<file path="config.mk">
export PLATFORM = sky130hd
export DESIGN_NAME = program_loader
export DESIGN_NICKNAME = d
export VERILOG_FILES = /design/src/rtl/program_loader.sv
export SDC_FILE = /design/constraint.sdc
export NUM_CORES = 1
export LEC_CHECK = 0
export ABC_AREA = 1
export CORE_UTILIZATION = 25
export CTS_CLUSTER_SIZE = 10
export DETAILED_ROUTE_END_ITERATION = 16
export SLEW_MARGIN = 10
export SYNTH_ARGS = -nofsm -noshare
export SYNTH_HDL_FRONTEND = slang
export SYNTH_SLANG_ARGS = --single-unit
</file>
<file path="constraint.sdc">
create_clock -name clk -period 2.2 [get_ports clk]
set_clock_uncertainty 0.15 [all_clocks]
set_input_delay 0.22 -clock clk [delete_from_list [all_inputs] [get_ports clk]]
set_output_delay 0.22 -clock clk [all_outputs]
set_load 0.03 [all_outputs]
</file>
<file path="src/rtl/program_loader.sv">
// rtl/program_loader.sv - byte-stream boot loader that writes 16-bit words into program memory
module program_loader #(
  parameter int AWIDTH = 10,
  parameter int DWIDTH = 16
) (
  input  logic              clk,
  input  logic              rst,
  input  logic              start,
  input  logic [7:0]        byte_in,
  input  logic              byte_valid,
  output logic              byte_ready,
  output logic              mem_wr,
  output logic [AWIDTH-1:0] mem_addr,
  output logic [DWIDTH-1:0] mem_data,
  output logic              cpu_hold,
  output logic              busy,
  output logic              done,
  output logic              error,
  output logic [AWIDTH:0]   words_written
);

  typedef enum logic [3:0] {
    S_IDLE,
    S_LEN_HI,
    S_LEN_LO,
    S_DATA_HI,
    S_DATA_LO,
    S_WRITE,
    S_CHECK,
    S_DONE,
    S_ERROR
  } state_t;

  // Largest image that fits in program memory, in words.
  localparam logic [16:0] MAX_WORDS = 17'(1 << AWIDTH);

  state_t      state;
  state_t      state_next;
  logic [15:0] len;
  logic [7:0]  csum;
  logic [16:0] length_now;
  logic        last_word;

  // Length as it will be once the low byte currently on byte_in is stored.
  assign length_now = {1'b0, len[15:8], byte_in};
  // The word being written in WRITE is the final one of the image.
  assign last_word  = ((17'(words_written) + 17'd1) == {1'b0, len});

  // State register.
  always_ff @(posedge clk or negedge rst) begin
    if (!rst) begin
      state <= S_IDLE;
    end else begin
      state <= state_next;
    end
  end

  // Next-state and state-decoded outputs; byte_ready never looks at byte_valid.
  always_comb begin
    state_next = state;
    byte_ready = 1'b0;
    mem_wr     = 1'b0;
    busy       = 1'b0;
    done       = 1'b0;
    error      = 1'b0;
    cpu_hold   = 1'b1;
    case (state)
      S_IDLE: begin
        if (start) state_next = S_LEN_HI;
      end
      S_LEN_HI: begin
        byte_ready = 1'b1;
        busy       = 1'b1;
        if (byte_valid) state_next = S_LEN_LO;
      end
      S_LEN_LO: begin
        byte_ready = 1'b1;
        busy       = 1'b1;
        if (byte_valid) begin
          if (length_now > MAX_WORDS) begin
            state_next = S_ERROR;
          end else if (length_now == 17'd0) begin
            state_next = S_CHECK;
          end else begin
            state_next = S_DATA_HI;
          end
        end
      end
      S_DATA_HI: begin
        byte_ready = 1'b1;
        busy       = 1'b1;
        if (byte_valid) state_next = S_DATA_LO;
      end
      S_DATA_LO: begin
        byte_ready = 1'b1;
        busy       = 1'b1;
        if (byte_valid) state_next = S_WRITE;
      end
      S_WRITE: begin
        mem_wr     = 1'b1;
        busy       = 1'b1;
        state_next = last_word ? S_CHECK : S_DATA_HI;
      end
      S_CHECK: begin
        byte_ready = 1'b1;
        busy       = 1'b1;
        if (byte_valid) state_next = (byte_in == csum) ? S_DONE : S_ERROR;
      end
      S_DONE: begin
        done     = 1'b1;
        cpu_hold = 1'b0;
        if (start) state_next = S_LEN_HI;
      end
      S_ERROR: begin
        error = 1'b1;
        if (start) state_next = S_LEN_HI;
      end
      default: state_next = S_IDLE;
    endcase
  end

  // Datapath: length capture, word assembly, running checksum, address and word count.
  always_ff @(posedge clk or negedge rst) begin
    if (!rst) begin
      len           <= '0;
      csum          <= '0;
      mem_addr      <= '0;
      mem_data      <= '0;
      words_written <= '0;
    end else begin
      case (state)
        S_IDLE, S_DONE, S_ERROR: begin
          if (start) begin
            words_written <= '0;
            mem_addr      <= '0;
            csum          <= '0;
          end
        end
        S_LEN_HI: begin
          if (byte_valid) len[15:8] <= byte_in;
        end
        S_LEN_LO: begin
          if (byte_valid) len[7:0] <= byte_in;
        end
        S_DATA_HI: begin
          if (byte_valid) begin
            mem_data[DWIDTH-1:8] <= byte_in;
            csum                 <= csum ^ byte_in;
          end
        end
        S_DATA_LO: begin
          if (byte_valid) begin
            mem_data[7:0] <= byte_in;
            csum          <= csum ^ byte_in;
          end
        end
        S_WRITE: begin
          // Natural wrap past the top address; the length limit stops any write there.
          mem_addr      <= mem_addr + AWIDTH'(1);
          words_written <= words_written + (AWIDTH + 1)'(1);
        end
        default: begin
        end
      endcase
    end
  end

endmodule

</file>
## Yosys cells after proc, flatten, opt, wreduce, memory -nomap -nowiden

Cells that the tools add are included.

- Register bits: 65
- Input bits: 12
- Output and inout port bits: 43
- Logic and storage cells: 69

- $add $sub $neg: 3
- Order comparisons: 1
- Eq/ne operators: 17
- Mux-type cells: 24
- Bitwise logic cells: 1
- Reduce and logical (&&, ||, !) cells: 15

Operators with widths:

| operator | count |
|---|---|
| 4-bit two-way mux | 8 |
| 4-bit one-hot mux with 7 select lines | 1 |
| 11-bit one-hot mux with 2 select lines | 1 |
| 10-bit one-hot mux with 2 select lines | 1 |
| 17-bit logical NOT | 1 |
| 12-bit by 16-bit == test with 1-bit output | 1 |
| 4-bit by 3-bit == test with 1-bit output, second input constant | 4 |
| 16-bit by 11-bit greater-than comparator with 1-bit output, second input constant | 1 |
| 8-bit two-way mux | 2 |
| 8-bit one-hot mux with 2 select lines | 1 |
| 11-bit by 1-bit adder with 12-bit output, second input constant | 1 |
| 11-bit by 1-bit adder with 11-bit output, second input constant | 1 |
| 11-bit two-way mux | 1 |
| 10-bit by 1-bit adder with 10-bit output, second input constant | 1 |
| 10-bit two-way mux | 1 |
| 2-bit != test, second input constant | 5 |
| 2-bit AND reduction | 5 |
| 4-bit by 2-bit == test with 1-bit output, second input constant | 2 |
| 8-bit == test | 1 |
| 8-bit bitwise XOR | 1 |
| 1-bit two-way mux | 6 |
| 3-bit two-way mux | 2 |
| 6-bit AND reduction | 1 |
| 6-bit OR reduction | 1 |
| other kinds (9) | 11 |

## Depth between registers and ports, before layout

Gate-level depths: netlist of run 1.

- Depth after elaboration: 5
- Gate-level depth with buffers: 14
- Depth with buffers taken out: 14

## Worst setup path before layout of run 1

OpenSTA, ideal clock, no wires.

- Path type: register -> register
- From: register words_written[1]
- To: register state[0]
- Library setup time: 0.117 ns
- Data arrival time: 1.788 ns
- Data required time: 1.933 ns
- Path slack: 0.146 ns
- Cell stages (with the launch flop): 15
- Buffers on the path: 0
- Period minus slack after synthesis: 2.054 ns
- Cell sequence: dfrtp_1 ha_1 nand2_1 nor2_1 nand2_1 nand2_1 nand2_1 nand2_1 nand2_1 nor3_1 nand3_1 nand2_1 nand2_1 nand2_1 nand2_1

- Cells in the longest elaborated chain, start to end: 4

RTL lines:

| element | RTL line | text |
|---|---|---|
| start, declared | 19 | `output logic [AWIDTH:0] words_written` |
| start signal, assigned | 160 | `words_written <= words_written + (AWIDTH + 1)'(1);` |
| 11-bit by 1-bit adder with 12-bit output | 47 | `assign last_word = ((17'(words_written) + 17'd1) == {1'b0, len});` |
| 12-bit by 16-bit == test with 1-bit output | 47 |  |
| 3-bit two-way mux | 102 | `state_next = last_word ? S_CHECK : S_DATA_HI;` |
| 4-bit one-hot mux with 7 select lines | 67 | `case (state)` |
| end signal, assigned | 54 | `state <= state_next;` |
| end, declared | 37 | `state_t state;` |

Every way passes these cells.
A chain may end at the register's enable or synchronous reset.

## Final worst setup path of run 1

- From: register state[0]
- To: output port byte_ready

- Cells in the longest elaborated chain, start to end: 3
- Elaborated cells on any way between the ends: 7
- Classes of those cells: eq/ne (5); mux (1); reduce/logical (1)

RTL lines:

| element | RTL line | text |
|---|---|---|
| 4-bit by 3-bit == test with 1-bit output (tied with other cells) | 67 |  |
| 5-bit OR reduction (no line) (*) | n/a |  |
| 1-bit two-way mux (*) | 67 |  |
| end, declared | 11 | `output logic byte_ready,` |

Mark *: on every way between the ends. The rest lies on a longest branch, timed or not.

==> results.md, run 1 <==
- Status: finished clean
- Met2 WL: 3981 microns
- CTS Buf Count: 9
- Number of global-route vias before repair: 2932
- Clock Path Buffers: 2
- Top Metal Used: met4
- Worst setup path class: flop to primary output
- Maxcap violations: 0
- CTS Sinks: 65
- Worst Path Required: 1.83 ns
- Ports: 55
- Post-layout min period: 2.051 ns
- Netlist Area Pre-Place: 3415 sq um
- Pwr dens: 1243 nW/um^2
- Drt total wl: 8839 microns
- Synthesis-to-layout area growth: 34.08%
- FP Rows: 42
- Worst-path clk slew: 0.06 ns
- Fmax: 487.6 MHz
- Post-DP Area: 4242 sq um
- Place WS: 0.1444 ns
- CTS tree: built
- Number of routed nets with antenna violations: 0
- R2r startpoint: words_written[2]
- Top cells by area, synth: dfrtp_1 (48%), nand2_1 (13%), inv_1 (6.3%)
- Max VDD drop: 0.8751 mV
- N_diodes: 0
- Avg Inst Size Synth: 7.743 sq um
- Design area: 4578 sq um
- R2r worst-path depth: 13
- Number of detailed-route iterations in the first pass: 5
- LEAKAGE: 2.072 nW
- Yosys warning total: 0
- Total track usage: 13.13%
- DR WL/cell: 12.74 microns
- Worst-Skew Late Latency: 0.33 ns
- Cell variety after synth: 36
- R2r setup slk: 0.22 ns
- DRT iter0 DRCs: 153
- Synth area leader: dfrtp_1
- GP Congestion: 0.8864
- Total grt overflow: 0
- Rel. slew slack: 62.25%
- Hold WC Path Type: input pin to asynchronous set/reset pin
- Setup violators final: 0
- CTS H-Tree Depth: 3
- Die Wd: 118.9 microns
- Element type at the critical path start: flop
- Core area: 13300 sq um
- Port bufs: 54
- Fin crit share: 93.22%
- Worst Setup End Kind: primary output
- Worst R2R End: state[0]
- Fin util: 34.43%
- Chip height: 118.9 microns
- Starting Density: 25.68%
- Pins Over Slew Limit: 0
- Die Area: 14130 sq um
- First-pass GRT wire length: 14610 microns
- Vias: 3143
- Tot Pwr: 5.691 mW
- M1 wire length: 4198 microns
- Final setup margin: 0.1493 ns
- Layout cells sized above 1: 11.20%
- Detailed-placement wirelength estimate: 6462 microns
- CP Data Arrival Time: 1.68 ns
- Via-per-instance ratio: 4.529
- Final Hold Violating Endpoints: 0
- Commonest non-fill, non-tap cell in the layout: nand2_1
- Syn Inst Count: 441
- Post-synth top area share: 47.64%
- Largest net degree at the start of global routing: 45
- Register area share after synthesis: 47.64%
- Crit Path Max Fanout: 6
- Most frequent cells in the layout: nand2_1 (118), dfrtp_1 (65), inv_1 (57)
- Final net count: 527
- DRC: 0
- #FFs+latches synth: 65
- Filler cell count: 1363
- Tightest Pin Transition: 0.5603 ns
- Syn nets: 455
- Met3 WL: 481 microns
- Antenna violations before repair: 0
- Clk root buf: clkbuf_16
-- per-stage QoR --
stage               cells    TNS, ns  hold slack [ns]
detailed placement    677          0          0.09798
global placement      677          0          0.08816
global route          694  -0.002406           0.3110
finish                694          0           0.2627
CTS                   694          0           0.2934
floorplan             441          0          -0.2256
-- flip-flops by register name, indices dropped and copies added, names as in the netlist --
signal / count
state: 4
words_written: 11
len: 16
mem_data: 16
mem_addr: 10
csum: 8
-- cells in the mapped netlist --
master    count
a21oi_1       8
a21oi_4       1
a32oi_1       1
a41oi_1       1
and2_1        1
and3_1        1
buf_1         1
buf_2         3
buf_6         1
clkbuf_1      3
dfrtp_1      65
ha_1          2
inv_1        57
inv_2         3
mux2i_1       1
nand2_1     119
nand2_2       1
nand3_1      37
nand3b_1      3
nand4_1       6
nor2_1       43
nor2_2        2
nor2_4        2
nor3_1        2
nor3_2        1
nor3b_1       2
nor3b_2       1
o21a_1        8
o21ai_0      37
o21ai_1       3
o21ai_2       7
o21bai_1      1
o22ai_1       8
or2_4         1
xnor2_1       1
xor2_1        7
-- per-layer routing --
| layer | vias to the layer above | GRT usage (%) |
|---|---|---|
| met5 | - | 0 |
| met4 | 0 | 4.668 |
| met3 | 13 | 4.071 |
| met2 | 81 | 19.88 |
| met1 | 1474 | 17.58 |
| li1 | 1575 | - |
-- repair_timing --
action,in CTS,in global routing
setup buffers,0,0
hold endpoints to repair,21,0
hold buffers,1,0
setup endpoints to repair,3,6
resized for setup,3,9
-- cell families after synthesis --
| logic type | Yosys count | share of synthesized area, % |
|---|---|---|
| flops | 65 | 47.64 |
| buf+inv | 68 | 7.805 |
| simple gates | 222 | 28.22 |
| mux | 1 | 0.2932 |
| xor+xnor | 8 | 2.052 |
| fa+ha+maj | 2 | 0.7328 |
| compound gates | 75 | 13.27 |
-- how the worst max path moves through the flow --
stage | startpoint | to | slack [ns] | cells after the start
6_report | state[0] | byte_ready | 0.15 | 7
4_1_cts | state[0] | cpu_hold | 0.04 | 4
5_1_grt | state[0] | byte_ready | -0.002 | 7
2_1_floorplan | words_written[1] | state[0] | 0.15 | 14
3_5_place_dp | words_written[0] | state[0] | 0.14 | 14
3_3_place_gp | state[0] | error | 0.18 | 6
-- critical path, cell delays in order, from the launching register on --
cell	delay (ns)
dfrtp_1	0.44
nor2_1	0.13
inv_1	0.07
nor2_2	0.15
inv_1	0.07
nand2_1	0.10
inv_1	0.04
dlygate4sd2_1	0.34
-- cell type report --
cell class                 count  area (sq um)  share of cell area (%)
tap                          176         220.2                   4.810
sequential                    65          1627                   35.53
clock buffer                   9         225.2                   4.919
multi-input combinational    308          1544                   33.73
inverter                      60         227.7                   4.974
timing repair buffer          69         656.9                   14.35
clock inverter                 7         77.57                   1.694
-- report_power, final --
part,switching [mW],internal (mW)
logic,1.41,0.903
registers,0.320,1.60
clock network,0.564,0.888
total,2.30,3.39
No activity file was read; power rests on OpenSTA's default activity.
==> run 2: changes to the inputs <==
--- a/config.mk
+++ b/config.mk
@@ -7,7 +7,7 @@
 export LEC_CHECK = 0
 export ABC_AREA = 1
 export CORE_UTILIZATION = 25
-export CTS_CLUSTER_SIZE = 10
+export CTS_CLUSTER_SIZE = 20
 export DETAILED_ROUTE_END_ITERATION = 16
 export SLEW_MARGIN = 10
 export SYNTH_ARGS = -nofsm -noshare
==> results of run 2 <==
Final layout, timing and power as in run 1 (identical DEF).
